### src/rtl/uart_pkg.sv
// Shared constants for the parametrised UART transmitter: one-hot state
// encoding, parity-mode codes and the default oversampling ratio.
package uart_pkg;

  localparam int DEF_OVERSAMPLE = 16;

  localparam logic [1:0] PAR_NONE = 2'b00;
  localparam logic [1:0] PAR_EVEN = 2'b01;
  localparam logic [1:0] PAR_ODD  = 2'b10;

  localparam logic [4:0] ST_IDLE   = 5'b00001;
  localparam logic [4:0] ST_START  = 5'b00010;
  localparam logic [4:0] ST_DATA   = 5'b00100;
  localparam logic [4:0] ST_PARITY = 5'b01000;
  localparam logic [4:0] ST_STOP   = 5'b10000;

  typedef enum logic [4:0] {
    IDLE   = ST_IDLE,
    START  = ST_START,
    DATA   = ST_DATA,
    PARITY = ST_PARITY,
    STOP   = ST_STOP
  } state_t;

  // data_xor is the XOR reduction of the payload; odd parity inverts it
  function automatic logic parity_bit(input logic [1:0] mode, input logic data_xor);
    return (mode == PAR_ODD) ? ~data_xor : data_xor;
  endfunction

endpackage

### src/rtl/uart_bit_timer.sv
// Tick counter for one bit period: counts i_tick up to i_terminal and
// strobes o_bit_end on the terminal tick, then restarts from zero.
module uart_bit_timer #(
  parameter int NB_CNT = 5
) (
  input  logic              i_clk,
  input  logic              i_reset,
  input  logic              i_tick,
  input  logic              i_clear,
  input  logic [NB_CNT-1:0] i_terminal,
  output logic              o_bit_end
);

  logic [NB_CNT-1:0] cnt_q;
  logic              at_term;

  assign at_term   = (cnt_q == i_terminal);
  assign o_bit_end = i_tick && at_term && !i_clear;

  always_ff @(posedge i_clk or posedge i_reset) begin
    if (i_reset) begin
      cnt_q <= '0;
    end else if (i_clear) begin
      cnt_q <= '0;
    end else if (i_tick) begin
      cnt_q <= at_term ? '0 : cnt_q + NB_CNT'(1);
    end
  end

endmodule

### src/rtl/uart_tx_frame.sv
// Parametrised UART transmitter: start, NB_DATA bits LSB first, optional parity,
// NB_STOP stop bits. Define UART_TX_BREAK_EN to add the i_break line-break input.
module uart_tx_frame
  import uart_pkg::*;
#(
  parameter int NB_DATA    = 8,
  parameter int OVERSAMPLE = DEF_OVERSAMPLE,
  parameter int NB_STOP    = 2,
  parameter int NB_CNT     = $clog2(OVERSAMPLE*NB_STOP)
) (
  input  logic               i_clk,
  input  logic               i_reset,
  input  logic               i_tick,
`ifdef UART_TX_BREAK_EN
  input  logic               i_break,
`endif
  input  logic               i_valid,
  output logic               o_ready,
  input  logic [NB_DATA-1:0] i_data,
  input  logic [1:0]         i_parity_mode,
  output logic               o_tx,
  output logic               o_busy,
  output logic               o_done
);

  localparam int NB_IDX = $clog2(NB_DATA);
  localparam logic [NB_IDX-1:0] LAST_IDX  = NB_IDX'(NB_DATA-1);
  localparam logic [NB_CNT-1:0] TERM_BIT  = NB_CNT'(OVERSAMPLE-1);
  localparam logic [NB_CNT-1:0] TERM_STOP = NB_CNT'(OVERSAMPLE*NB_STOP-1);

  state_t             state, state_next;
  logic [NB_DATA-1:0] shift_q, shift_d;
  logic [NB_IDX-1:0]  idx_q, idx_d;
  logic               par_en_q, par_en_d;
  logic               par_bit_q, par_bit_d;
  logic               tx_q, tx_d;
  logic               done_q, done_d;
  logic               brk;
  logic               accept;
  logic               bit_end;
  logic               timer_clear;
  logic [NB_CNT-1:0]  term;

`ifdef UART_TX_BREAK_EN
  assign brk = i_break;
`else
  assign brk = 1'b0;
`endif

  assign o_ready     = (state == IDLE) && !brk;
  assign accept      = i_valid && o_ready;
  assign o_busy      = (state != IDLE);
  assign o_tx        = tx_q;
  assign o_done      = done_q;
  assign timer_clear = (state == IDLE);
  assign term        = (state == STOP) ? TERM_STOP : TERM_BIT;

  uart_bit_timer #(
    .NB_CNT(NB_CNT)
  ) u_bit_timer (
    .i_clk     (i_clk),
    .i_reset   (i_reset),
    .i_tick    (i_tick),
    .i_clear   (timer_clear),
    .i_terminal(term),
    .o_bit_end (bit_end)
  );

  always_ff @(posedge i_clk or posedge i_reset) begin
    if (i_reset) begin
      state     <= IDLE;
      shift_q   <= '0;
      idx_q     <= '0;
      par_en_q  <= 1'b0;
      par_bit_q <= 1'b0;
      tx_q      <= 1'b1;
      done_q    <= 1'b0;
    end else begin
      state     <= state_next;
      shift_q   <= shift_d;
      idx_q     <= idx_d;
      par_en_q  <= par_en_d;
      par_bit_q <= par_bit_d;
      tx_q      <= tx_d;
      done_q    <= done_d;
    end
  end

  // tx_d is the line level for the next cycle, so o_tx follows the state change
  always_comb begin
    state_next = state;
    shift_d    = shift_q;
    idx_d      = idx_q;
    par_en_d   = par_en_q;
    par_bit_d  = par_bit_q;
    tx_d       = tx_q;
    done_d     = 1'b0;
    unique case (state)
      IDLE: begin
        tx_d = !brk;
        if (accept) begin
          state_next = START;
          tx_d       = 1'b0;
          shift_d    = i_data;
          idx_d      = '0;
          par_en_d   = !((i_parity_mode == PAR_NONE) || (i_parity_mode == 2'b11));
          par_bit_d  = parity_bit(i_parity_mode, ^i_data);
        end
      end
      START: begin
        if (bit_end) begin
          state_next = DATA;
          tx_d       = shift_q[0];
        end
      end
      DATA: begin
        if (bit_end) begin
          if (idx_q == LAST_IDX) begin
            if (par_en_q) begin
              state_next = PARITY;
              tx_d       = par_bit_q;
            end else begin
              state_next = STOP;
              tx_d       = 1'b1;
            end
          end else begin
            shift_d = shift_q >> 1;
            idx_d   = idx_q + 1'b1;
            tx_d    = shift_q[1];
          end
        end
      end
      PARITY: begin
        if (bit_end) begin
          state_next = STOP;
          tx_d       = 1'b1;
        end
      end
      STOP: begin
        if (bit_end) begin
          state_next = IDLE;
          tx_d       = 1'b1;
          done_d     = 1'b1;
        end
      end
      default: begin
        state_next = IDLE;
        tx_d       = 1'b1;
      end
    endcase
  end

endmodule

### config.mk
export PLATFORM = sky130hd
export DESIGN_NAME = uart_tx_frame
export DESIGN_NICKNAME = d
export VERILOG_FILES = /design/src/rtl/uart_pkg.sv /design/src/rtl/uart_bit_timer.sv /design/src/rtl/uart_tx_frame.sv
export SDC_FILE = /design/constraint.sdc
export NUM_CORES = 1
export LEC_CHECK = 0
export CORE_AREA = 4 4 55 57
export CTS_BUF_LIST = sky130_fd_sc_hd__clkbuf_16
export DETAILED_ROUTE_END_ITERATION = 16
export DIE_AREA = 0 0 59 61
export GPL_ROUTABILITY_DRIVEN = 0
export GPL_TIMING_DRIVEN = 0
export PLACE_DENSITY_LB_ADDON = 0.05
export SLEW_MARGIN = 20
export SYNTH_ARGS = -nofsm -noshare
export SYNTH_HDL_FRONTEND = slang
export SYNTH_SLANG_ARGS = --single-unit
### constraint.sdc
create_clock -name i_clk -period 4.02 [get_ports i_clk]
set_input_delay 0.804 -clock i_clk [delete_from_list [all_inputs] [get_ports i_clk]]
set_output_delay 0.804 -clock i_clk [all_outputs]
set_load 0.02 [all_outputs]
; ---- After elaboration in Yosys (flattened, before gate mapping)
; Index checks and enable logic that the tools add are counted.
[totals]
wordCells = 74
register_bits = 25
[classes]
n_eq_ne = 18
n_reduce_logical = 15
muxes = 30
addsub = 2
n_bitwise = 1
[ops]
columns = cell, count
row1 = 5-bit 2-to-1 mux, 11
row2 = 5-bit one-hot mux with 5 select lines, 1
row3 = 8-bit 2-to-1 mux, 3
row4 = 8-bit one-hot mux with 2 select lines, 1
row5 = "2-bit != test, second input constant", 6
row6 = 1-bit 2-to-1 mux, 9
row7 = 3-bit 2-to-1 mux, 3
row8 = 8-bit XOR reduction, 1
row9 = 3-bit one-hot mux with 2 select lines, 1
row10 = 6-bit AND reduction, 1
row11 = "5-bit by 1-bit adder with 5-bit output, second input constant", 1
row12 = "5-bit by 1-bit == test with 1-bit output, second input constant", 1
row13 = "5-bit by 2-bit == test with 1-bit output, second input constant", 1
row14 = "5-bit by 3-bit == test with 1-bit output, second input constant", 1
row15 = "5-bit by 4-bit == test with 1-bit output, second input constant", 1
row16 = 5-bit == test, 1
row17 = "5-bit == test, second input constant", 1
row18 = "5-bit by 1-bit != test with 1-bit output, second input constant", 1
row19 = "2-bit == test, second input constant", 2
row20 = "2-bit by 1-bit != test with 1-bit output, second input constant", 2
row21 = 1-bit one-hot mux with 4 select lines, 1
row22 = 4-bit AND reduction, 1
row23 = 2-bit nonzero test, 2
row24 = "3-bit by 1-bit adder with 3-bit output, second input constant", 1
row25 = 9 further kinds, 12

; ---- Longest topological paths before layout
[depth]
ltp_word = 7
mapped_depth = 7

; ---- Hierarchy
; A second synthesis with hierarchy kept.
[unflattened]
hier_cells = 152
hier_area_um2 = 1640.3
[modules_own_cells]
columns = mod, n_inst, area_per_inst_um2, cells_per_inst
row1 = uart_tx_frame, 1, 1282.5, 113
row2 = uart_bit_timer, 1, 357.8, 39

; ---- Worst setup path before layout
; OpenSTA, ideal clock, no wires.
[synth_path]
kind = input -> register
start = input port i_tick
end = register idx_q[0]
required_ps = 3902
arrival_time_ps = 2077
slack_ps = 1825
path_buffers = 2
cell_stages = 7
path_cell_list = clkbuf_1 -> nand4_1 -> a31oi_1 -> nand4b_4 -> and2_1 -> buf_6 -> a21o_1
[synth_via]
elab_chain_cells = 4
[synth_lines]
columns = element, line_no
row1 = "start, declared", uart_tx_frame.sv:13  ; input logic i_tick,
row2 = 1-bit logical AND (2 in a row), uart_bit_timer.sv:18  ; assign o_bit_end = i_tick && at_term && !i_clear;
row3 = 2-bit != test (no source line), --
row4 = 4-bit AND reduction (no source line), --
row5 = "end signal, assigned", uart_tx_frame.sv:81  ; idx_q <= idx_d;
row6 = "end, declared", uart_tx_frame.sv:33  ; logic [NB_IDX-1:0] idx_q, idx_d;
; Every way passes these cells.
; A chain may end at the register's enable or synchronous reset.

; ---- Worst setup path in the final report
[layout_path]
start = register state[2]
end = output port o_busy
[layout_via]
elab_chain_cells = 1
[layout_lines]
columns = element, line_no
row1 = "start, declared", uart_tx_frame.sv:31  ; state_t state, state_next;
row2 = "start signal, assigned", uart_tx_frame.sv:79  ; state <= state_next;
row3 = 5-bit by 1-bit != test with 1-bit output, uart_tx_frame.sv:52  ; assign o_busy = (state != IDLE);
row4 = "end, declared", uart_tx_frame.sv:22  ; output logic o_busy,
; Every way passes these cells.

==> results by group <==
Placed design
  – I/O Buffers: 16
  – Cell Area, Placed: 1617 sq um
  – Dpl hpwl: 2089 um

Synthesis
  – Async SR Flop Fraction: 100.0%
  – Mean area per synthesized cell: 9.523 sq um
  – Synth Flop Type: dfrtp_1
  – Yosys reg bits: 25
  – Synth Cell Area: 1419 sq um
  – Mapped Nets: 167
  – Sequential share of the synthesized area: 44.27%
  – EDFF count, synth: 0
  – Netlist cell types: 41
  – Cells after Synth: 149
  – Yosys warning count: 0

STA
  – Endpoints failing hold: 0
  – Worst slew pin tran: 0.9812 ns
  – Max Clk Rate: 0.3384 GHz
  – Final setup violation count: 0
  – Final max-slew violation count: 0
  – RSZ-0062 raised after global routing: false
  – Setup TNS: 0 ns
  – Period minus WS final: 2.955 ns
  – Fin crit share: 73.50%
  – Max_slew headroom: 34.51%
  – Layout Skew: 0.003947 ns

Die
  – Die width: 59 um
  – Num rows: 18
  – I/O pins: 18
  – Starting Density: 57.27%
  – Die height: 61 um
  – Core Footprint: 2477 sq um
  – Die area: 3599 sq um

Cells and area
  – Nets@finish: 188
  – Post-layout util: 68.43%
  – Cell area after layout: 1695 sq um
  – Syn-to-layout area delta: 19.49%
  – Fraction of layout cells with a size suffix above 1: 10.06%
  – Ant. Diodes: 0

Drt
  – Final ANT Viol Nets: 0
  – 1st-iter DRT viols: 23
  – Via count: 1137
  – Vias/cell: 5.714
  – # DRC: 0
  – Routed WL per cell: 14.44 um
  – Initial DRT Pass Iterations: 4
  – WL final: 2874 um

Clocking
  – Hold_buf cts: 0
  – Root buffer cell: clkbuf_16
  – TritonCTS Buffers: 3
  – Post-CTS Resized: 0
  – Post-CTS setup buffer count: 0
  – Clock buffer depth: 2
  – H-tree Lvls: 1
  – TritonCTS Sinks: 25
  – Worst skew pair latency: 0.26 ns
  – Clk slew on worst S/H paths: 0.06 ns
  – TritonCTS clock tree: yes

Job
  – Max Cap Viol: 0

Power
  – PwrDens: 617.8 nW/um^2
  – Peak supply drop: 0.0004028 V
  – Pleak: 0.0007623 uW

Global routing
  – Initial antenna violation count: 0
  – First-pass GRT wire length: 4995 um
  – GRT busiest layer: met2
  – GRT Total Usage: 18.23%
  – GR Util met2: 32.02%
  – Vias in the first global route: 1126
  – Maximum number of pins on one net before global-route repair: 26
  – Global route overflow: 0
  – Routing usage on met1: 22.38%
  – GR Layer Usage met3: 2.979%

Setup path
  – WP data arrival: 2.15 ns
  – Crit path max-delay cell type: clkdlybuf4s50_1
  – CP Capture Type: output pin
  – Max incr delay on CP: 0.57 ns
  – Max FO, Critical Path: 10
  – Cell breakdown of the critical path: nor3_1 > and3_1 > buf_2 > inv_1 > clkdlybuf4s50_1
  – WS Path Type: reg -> out
  – Crit path buf inv count: 3
  – RR Startpoint: state[2]$_DFFE_PP0P_
  – Crit. Startpoint: state[2]$_DFFE_PP0P_
  – Worst path required time: 3.22 ns
  – CP delay by family, top: buffers and inverters
  – CP Launch Type: flop

Outcome
  – Outcome: completed

Hold path
  – Hold Path Class: reg -> reg
  – Hold Path Origin: par_bit_q$_DFFE_PP0P_
==> flip-flops by register name, summed over array words and instances, names as in the netlist <==
register / cells
idx_q: 3
state: 5
o_tx: 1
par_en_q: 1
par_bit_q: 1
u_bit_timer.cnt_q: 5
shift_q: 8
o_done: 1
==> per-layer routing <==
metal	share of wire, %	vias to the layer above
met4	0.42	0
met5	0	-
met1	45	541
li1	-	571
met3	3.8	2
met2	51	23
==> worst paths after layout <==
path / slack (ns) / end / cells after the start
setup / recovery: 1.07 / o_busy / 5
hold / removal: 0.50 / par_bit_q$_DFFE_PP0P_ / 2
setup reg to reg: 1.91 / state[2]$_DFFE_PP0P_ / 5
hold reg to reg: 0.50 / par_bit_q$_DFFE_PP0P_ / 2
max in group asynchronous: 2.34 / u_bit_timer.cnt_q[4]$_DFFE_PP0P_ / 2
min in group asynchronous: 1.08 / shift_q[6]$_DFFE_PP0P_ / 2
==> worst register-to-register path, stage by stage, from the launching register on <==
cell	delay, ns
dfrtp_1	0.44
or3b_1	0.47
or3_4	0.39
a31oi_2	0.19
a21o_2	0.17
mux2_1	0.32
==> kinds of logic after synthesis <==
group           synth area share [%]
compound gates                 17.64
fa+ha+maj                      3.527
buf+inv                        5.996
flops                          44.27
simple gates                   20.02
xor+xnor                       5.556
mux                            2.998
==> layout make-up <==
type | instances | area, sq um
flip-flops and latches | 25 | 628.1
clock buffers | 3 | 75.07
repair buffers | 16 | 160.2
multi-input cells | 104 | 705.7
clock inverters | 1 | 3.754
plain buffers | 5 | 28.78
well taps | 30 | 37.54
fillers | 216 | 782.0
inverters | 15 | 56.30
==> cells in the mapped netlist, drive strengths merged (4+ instances only) <==
master | number | area, sq um
nand3 | 7 | 35.03
a21oi | 10 | 50.05
xnor2 | 7 | 61.31
inv | 15 | 56.30
or3 | 5 | 41.29
and3 | 4 | 25.02
ha | 4 | 50.05
nand2 | 7 | 26.28
nor2 | 8 | 30.03
o21ai | 7 | 38.79
dfrtp | 23 | 575.6
o22ai | 9 | 56.30
==> power breakdown <==
group | internal, uW | switching, uW
clock network | 133 | 83.7
registers | 340 | 71.8
logic | 198 | 221
==> through the flow <==
| stage | power (uW) | hold WS, ns | worst slack, ns | cells |
|---|---|---|---|---|
| after detailed placement | 831.4 | 0.4850 | 1.356 | 195 |
| after floorplan | 707.0 | 0.4412 | 1.825 | 149 |
| after global placement | 818.2 | 0.4760 | 1.373 | 195 |
| after CTS | 1053 | 0.5001 | 1.043 | 199 |
| final | 1047 | 0.5018 | 1.065 | 199 |
| after global routing | 1131 | 0.5541 | 0.9111 | 199 |
==> placed cells by master (no fill, tap or decap), types with 2 or more instances in the layout <==
cell type        instances
dfrtp_1                 23
inv_1                   16
clkdlybuf4s50_1         16
a21oi_1                 10
o22ai_1                  9
nor2_1                   8
nand3_1                  7
nand2_1                  7
xnor2_1                  7
o21ai_0                  6
and3_1                   4
ha_1                     4
nand2b_1                 3
or3_1                    3
clkbuf_16                3
nor3_1                   2
buf_2                    2
or2_2                    2
or3_4                    2
clkbuf_1                 2
nand4_1                  2
mux2i_1                  2
a31oi_1                  2
o21a_1                   2
and2_1                   2
mux2_1                   2
a21o_1                   2
nand3b_1                 2
xor2_1                   2
dfstp_2                  2
(Power assumes the default switching activity.)
